[src/rtl/uart_pkg.sv]
// Shared UART definitions: receiver state encoding and frame geometry.
// Used by both uart_rx_os and uart_tx.
package uart_pkg;

    localparam int UART_DATA_BITS = 8;

    typedef enum logic [1:0] {
        IDLE,
        START,
        DATA,
        STOP
    } rx_state_t;

endpackage

[src/rtl/uart_rx_os_if.sv]
// Received-byte handshake between uart_rx_os (master) and its consumer (slave).
interface uart_rx_os_if;
    import uart_pkg::*;

    logic [UART_DATA_BITS-1:0] data;
    logic                      data_valid;
    logic                      data_ready;
    logic                      frame_err;
    logic                      overrun;

    modport master (
        output data, data_valid, frame_err, overrun,
        input  data_ready
    );

    modport slave (
        input  data, data_valid, frame_err, overrun,
        output data_ready
    );

endinterface

[src/rtl/uart_os_tick.sv]
// Oversample tick divider: one-clk tick every DIV clks, restartable via clr.
module uart_os_tick #(
    parameter int DIV = 54
) (
    input  logic clk,
    input  logic rst,
    input  logic clr,
    output logic tick
);

    localparam int CW = (DIV > 1) ? $clog2(DIV) : 1;

    logic [CW-1:0] cnt;

    assign tick = (cnt == CW'(DIV - 1));

    always_ff @(posedge clk) begin
        if (rst || clr || tick) begin
            cnt <= '0;
        end else begin
            cnt <= cnt + CW'(1);
        end
    end

endmodule

[src/rtl/uart_rx_os.sv]
// 8N1 UART receiver with internal oversampling, start-bit validation,
// stop-bit check and a valid/ready byte output.
module uart_rx_os
    import uart_pkg::*;
#(
    parameter int baudrate   = 115200,
    parameter int clkHz      = 100_000_000,
    parameter int OVERSAMPLE = 16
) (
    input  logic         clk,
    input  logic         rst,
    input  logic         rx_in,
    uart_rx_os_if.master bus
);

    localparam int DIV = clkHz / (baudrate * OVERSAMPLE);
    localparam int OSW = $clog2(OVERSAMPLE);
    localparam int BW  = $clog2(UART_DATA_BITS);

    if (DIV < 2) begin : g_div_check
        $error("uart_rx_os: clkHz/(baudrate*OVERSAMPLE) must be >= 2");
    end
    if ((OVERSAMPLE < 8) || (OVERSAMPLE % 2 != 0)) begin : g_os_check
        $error("uart_rx_os: OVERSAMPLE must be even and >= 8");
    end

    logic                      sync1, rx_s, rx_d;
    logic                      tick, clr;
    rx_state_t                 state, state_n;
    logic [OSW-1:0]            os_cnt, os_cnt_n;
    logic [BW-1:0]             bit_cnt, bit_cnt_n;
    logic                      shift_en, stop_smp;
    logic [UART_DATA_BITS-1:0] shreg;
    logic [UART_DATA_BITS-1:0] data_r;
    logic                      data_valid_r, frame_err_r, overrun_r;

    uart_os_tick #(.DIV(DIV)) u_tick (
        .clk  (clk),
        .rst  (rst),
        .clr  (clr),
        .tick (tick)
    );

    // rx_d lags rx_s by one clk so IDLE sees a true falling edge only
    always_ff @(posedge clk) begin
        if (rst) begin
            sync1 <= 1'b1;
            rx_s  <= 1'b1;
            rx_d  <= 1'b1;
        end else begin
            sync1 <= rx_in;
            rx_s  <= sync1;
            rx_d  <= rx_s;
        end
    end

    always_ff @(posedge clk) begin
        if (rst) begin
            state   <= IDLE;
            os_cnt  <= '0;
            bit_cnt <= '0;
        end else begin
            state   <= state_n;
            os_cnt  <= os_cnt_n;
            bit_cnt <= bit_cnt_n;
        end
    end

    always_comb begin
        state_n   = state;
        os_cnt_n  = os_cnt;
        bit_cnt_n = bit_cnt;
        clr       = 1'b0;
        shift_en  = 1'b0;
        stop_smp  = 1'b0;
        case (state)
            IDLE: begin
                if (rx_d && !rx_s) begin
                    clr      = 1'b1;
                    os_cnt_n = '0;
                    state_n  = START;
                end
            end
            START: begin
                if (tick) begin
                    if (os_cnt == OSW'(OVERSAMPLE / 2 - 1)) begin
                        os_cnt_n  = '0;
                        bit_cnt_n = '0;
                        state_n   = rx_s ? IDLE : DATA;
                    end else begin
                        os_cnt_n = os_cnt + OSW'(1);
                    end
                end
            end
            DATA: begin
                if (tick) begin
                    if (os_cnt == OSW'(OVERSAMPLE - 1)) begin
                        os_cnt_n = '0;
                        shift_en = 1'b1;
                        if (bit_cnt == BW'(UART_DATA_BITS - 1)) begin
                            state_n = STOP;
                        end else begin
                            bit_cnt_n = bit_cnt + BW'(1);
                        end
                    end else begin
                        os_cnt_n = os_cnt + OSW'(1);
                    end
                end
            end
            STOP: begin
                if (tick) begin
                    if (os_cnt == OSW'(OVERSAMPLE - 1)) begin
                        os_cnt_n = '0;
                        stop_smp = 1'b1;
                        state_n  = IDLE;
                    end else begin
                        os_cnt_n = os_cnt + OSW'(1);
                    end
                end
            end
            default: state_n = IDLE;
        endcase
    end

    always_ff @(posedge clk) begin
        if (shift_en) begin
            shreg <= {rx_s, shreg[UART_DATA_BITS-1:1]};
        end
    end

    // A same-cycle accept frees the slot, so a new byte can replace it without overrun
    always_ff @(posedge clk) begin
        if (rst) begin
            data_r       <= '0;
            data_valid_r <= 1'b0;
            frame_err_r  <= 1'b0;
            overrun_r    <= 1'b0;
        end else begin
            frame_err_r <= 1'b0;
            overrun_r   <= 1'b0;
            if (data_valid_r && bus.data_ready) begin
                data_valid_r <= 1'b0;
            end
            if (stop_smp) begin
                if (!rx_s) begin
                    frame_err_r <= 1'b1;
                end else if (!data_valid_r || bus.data_ready) begin
                    data_r       <= shreg;
                    data_valid_r <= 1'b1;
                end else begin
                    overrun_r <= 1'b1;
                end
            end
        end
    end

    assign bus.data       = data_r;
    assign bus.data_valid = data_valid_r;
    assign bus.frame_err  = frame_err_r;
    assign bus.overrun    = overrun_r;

endmodule

[src/flat_wrapper.sv]
// flat-port wrapper written by rule: the top's interface ports become plain ports
module uart_rx_os_flat import uart_pkg::*;
#(
    parameter int baudrate   = 115200,
    parameter int clkHz      = 100_000_000,
    parameter int OVERSAMPLE = 16
)
  (clk, rst, rx_in, bus_data, bus_data_valid, bus_frame_err, bus_overrun, bus_data_ready);
  uart_rx_os_if bus_i ();
  input  logic clk;
  input  logic rst;
  input  logic rx_in;
  output wire logic [$bits(bus_i.data)-1:0] bus_data;
  output wire logic [$bits(bus_i.data_valid)-1:0] bus_data_valid;
  output wire logic [$bits(bus_i.frame_err)-1:0] bus_frame_err;
  output wire logic [$bits(bus_i.overrun)-1:0] bus_overrun;
  input wire logic [$bits(bus_i.data_ready)-1:0] bus_data_ready;
  assign bus_data = bus_i.data;
  assign bus_data_valid = bus_i.data_valid;
  assign bus_frame_err = bus_i.frame_err;
  assign bus_overrun = bus_i.overrun;
  assign bus_i.data_ready = bus_data_ready;
  uart_rx_os #(.baudrate(baudrate), .clkHz(clkHz), .OVERSAMPLE(OVERSAMPLE)) u_core (.clk(clk), .rst(rst), .rx_in(rx_in), .bus(bus_i));
endmodule
[config.mk]
export PLATFORM = sky130hd
export DESIGN_NAME = uart_rx_os_flat
export DESIGN_NICKNAME = d
export VERILOG_FILES = /design/src/rtl/uart_pkg.sv /design/src/rtl/uart_rx_os_if.sv /design/src/rtl/uart_os_tick.sv /design/src/rtl/uart_rx_os.sv /design/src/flat_wrapper.sv
export SDC_FILE = /design/constraint.sdc
export NUM_CORES = 1
export LEC_CHECK = 0
export CAP_MARGIN = 10
export CORE_ASPECT_RATIO = 0.5
export CORE_UTILIZATION = 55
export DETAILED_ROUTE_END_ITERATION = 10
export PLACE_DENSITY = 0.76
export SLEW_MARGIN = 20
export SYNTH_ARGS = -nofsm -noshare
export SYNTH_HDL_FRONTEND = slang
export SYNTH_SLANG_ARGS = --single-unit
export TNS_END_PERCENT = 100
[constraint.sdc]
create_clock -name clk -period 2.2 [get_ports clk]
set_input_delay 0.44 -clock clk [delete_from_list [all_inputs] [get_ports clk]]
set_output_delay 0.44 -clock clk [all_outputs]
set_load 0.05 [all_outputs]
==> results.toml <==
[status]
run_status = "finished with violations"
violations = "design-rule violations"

[logic_synthesis]
synthCells = 151
synth_edf_count = 8
ys_ff_latch = 37
synth.net_count = 160
ys_warn_count = 0
synth_area_um2 = 1510
avgSynthCellArea_um2 = 10.0
async_flop_share_pct = 0
ys_types = 39
ys_seq_area_share_pct = 54.3
synthFlopType = "dfxtp_1"

[finish]
final_cell_mix = "29 x dfxtp_1, 14 x clkdlybuf4s50_1, 13 x nand3_1"
regArea_um2 = 821
area_delta_synth_final_pct = 19.0
nNetsFinal = 178
multi_input_area_um2 = 651
fillers = 217
drive_above_1_share_pct = 9.41
antenna_cells = 0
final_common_cell = "dfxtp_1"

[hold_path]
hp-start = "u_core.sync1$_SDFF_PP1_"
worstHoldPathType = "register to register"
hold_depth = 1
worstHoldEndpoint = "u_core.rx_s$_SDFF_PP1_"

[pwr]
ir_drop_mv = 0.351
seqPwrFrac_pct = 57.2
power.leakage_nw = 0.624
p_switching_mw = 0.259
powerDensity_nw_per_um2 = 685
pwr-share-clk_pct = 39.1
swShare_pct = 21.0
combPwrFrac_pct = 3.7
p_int_mw = 0.973

[setup_path]
crit_path_end_kind = "register"
critPathKind = "register to register"
worst-path-buf-inv = 0
r2r_slack_ns = 0.18
slowest_stage = "a2111o_1"
path_common_cell = "ha_1"
cp.required_ns = 2.42
ff2ff_path_depth = 6
cp.arrival_ns = 2.24
critPathMaxStageDelay_ns = 0.50
timing.rr.start = "u_core.bit_cnt[0]$_SDFFE_PP0P_"
start_kind = "register"
worstReg2RegEnd = "u_core.bit_cnt[0]$_SDFFE_PP0P_"
crit_family = "compound AO/OA/AOI/OAI gates"
crit_fanout = 6
cp_cell_sequence = "ha_1 > ha_1 > nand4bb_1 > a2111o_1 > or3b_1 > a21oi_2"

[global_routing]
grt_util_met1_pct = 23.6
grt_pass1_wl_um = 4310
grt_pass1_vias = 988
track_usage_pct = 19.6
use_met3_pct = 6.35
grt_max_degree = 14
grt_overflow = 0
met2_usage_pct = 35.0
antenna_found_initial = 0
top_usage_layer = "met2"

[die]
die_w_um = 76.2
ios = 15
dieArea_um2 = 2980
fp.dieH_um = 39.1
rows = 13
core_um2 = 2600
initial_core_util_pct = 58.1

[clocking]
cts_num_sinks = 37
postCtsSetupRepairBufs = 0
clk_path_buf_depth = 2
cts_inserted_buffers = 5
clkLatencyLatePin_ns = 0.28
clk_pin_slew_ns = 0.07
cts_root_buffer = "clkbuf_8"
cts_tree = "yes"
cts_htree_levels = 2
cts_resized = 0
ctsHoldBuffers = 0

[routing]
drt_iter0_drc = 43
ant_nets = 0
routedWlPerCell_um = 12.9
vias = 1119
via_per_inst = 5.41
wirelength_um = 2670
post-route-drc-count = 2
drtPass1Iterations = 7

[sta]
timing.slew.headroom_pct = 64.6
fmax_mhz = 496
min_period_over_period_pct = 91.7
worst_pin_slew_ns = 0.528
hold_ws_ns = 0.418
setup-violations-final = 0
clock-skew-final_ns = 0.00662
period_minus_slack_ns = 2.02
finalHoldViolCount = 0
grt_setup_unrepaired = "false"
setup_tns_ns = 0
slew_violations = 0

[place]
routabilityCongestion = 0.842
portBuffers = 14
dp.final_hpwl_um = 1900

[job]
maxCapViolations = 0
## state kept, by name, summed over array words and instances (netlist names), 3 cells and up, named ones only
signal / cells
u_core.u_tick.cnt: 6
u_core.bus.data: 8
u_core.bit_cnt: 3
u_core.shreg: 8
u_core.os_cnt: 4
## worst max-delay path by stage
| stage | slack (ns) | depth (start not counted) | end | from |
|---|---|---|---|---|
| 2_1_floorplan | 0.31 | 6 | u_core.bit_cnt[0]$_SDFFE_PP0P_ | u_core.bit_cnt[0]$_SDFFE_PP0P_ |
| 3_3_place_gp | 0.26 | 6 | u_core.bit_cnt[0]$_SDFFE_PP0P_ | u_core.bit_cnt[0]$_SDFFE_PP0P_ |
| 3_5_place_dp | 0.20 | 6 | u_core.bit_cnt[0]$_SDFFE_PP0P_ | u_core.bit_cnt[0]$_SDFFE_PP0P_ |
| 4_1_cts | 0.18 | 6 | u_core.bit_cnt[0]$_SDFFE_PP0P_ | u_core.bit_cnt[0]$_SDFFE_PP0P_ |
| 5_1_grt | 0.09 | 6 | u_core.bit_cnt[0]$_SDFFE_PP0P_ | u_core.bit_cnt[0]$_SDFFE_PP0P_ |
| 6_report | 0.18 | 6 | u_core.bit_cnt[0]$_SDFFE_PP0P_ | u_core.bit_cnt[0]$_SDFFE_PP0P_ |
## power groups by stage
| stage | registers (mW) | logic [mW] | clock network (mW) |
|---|---|---|---|
| 6_report | 0.705 | 0.0457 | 0.482 |
| 5_1_grt | 0.706 | 0.0510 | 0.528 |
| 4_1_cts | 0.705 | 0.0458 | 0.496 |
| 3_5_place_dp | 0.720 | 0.0457 | 0 |
| 3_3_place_gp | 0.720 | 0.0438 | 0 |
| 2_1_floorplan | 0.718 | 0.0291 | 0 |
## synthesized netlist by cell type, types with 2 or more instances
| cell type | count | share of area, % |
|---|---|---|
| or2_2 | 3 | 1.2 |
| xnor2_1 | 3 | 1.7 |
| nand3_1 | 13 | 4.3 |
| edfxtp_1 | 8 | 16 |
| nor2_1 | 9 | 2.2 |
| a311oi_1 | 3 | 1.7 |
| o31ai_1 | 2 | 0.99 |
| and3_1 | 4 | 1.7 |
| inv_1 | 2 | 0.50 |
| nor2b_1 | 3 | 1.2 |
| o21ai_0 | 8 | 2.6 |
| dfxtp_1 | 29 | 38 |
| or2_0 | 3 | 1.2 |
| xor2_1 | 4 | 2.3 |
| a22o_1 | 2 | 1.2 |
| or3b_1 | 2 | 1.2 |
| nand2_1 | 10 | 2.5 |
| a21oi_1 | 11 | 3.6 |
| clkbuf_1 | 8 | 2.0 |
| ha_1 | 5 | 4.1 |
## metal layers
metal / part of all wire [%] / vias to the layer above
met4: 0 / 0
met2: 45 / 19
li1: - / 578
met5: 0 / -
met1: 51 / 522
met3: 3.7 / 0
## stage by stage
step	instance area [um^2]	power [mW]	utilization, %	std cells	setup slack, ns
3_3_place_gp	1710	0.764	65.6	199	0.259
3_5_place_dp	1710	0.766	65.6	199	0.203
6_report	1800	1.23	69.2	207	0.182
2_1_floorplan	1510	0.748	-	151	0.305
4_1_cts	1800	1.25	69.2	207	0.180
5_1_grt	1800	1.29	69.2	207	0.0858
## cell families (layout without fill, tap and decap cells)
family	after synthesis	count (layout)	share of synthesized area, %
compound gates	33	33	13.6
flops	37	37	54.3
xor+xnor	7	7	4.05
fa+ha+maj	5	5	4.14
buf+inv	11	30	2.73
simple gates	58	58	21.2
## worst reg2reg max path, delay by kind of cell (launching register included)
family / cells / cell delay [ns]
adders and majority gates: 2 / 0.40
and+or+nand+nor: 2 / 0.60
AOI/OAI and AO/OA: 2 / 0.63
DFF: 1 / 0.33
## final cells by class
cell class	count	share of cell area, %
clock buffer	7	4.79
clock inverter	1	0.417
timing repair buffer	19	9.87
inverter	3	0.625
sequential	37	45.6
multi-input combinational	103	36.1
tap	37	2.57
(Power assumes the default switching activity.)
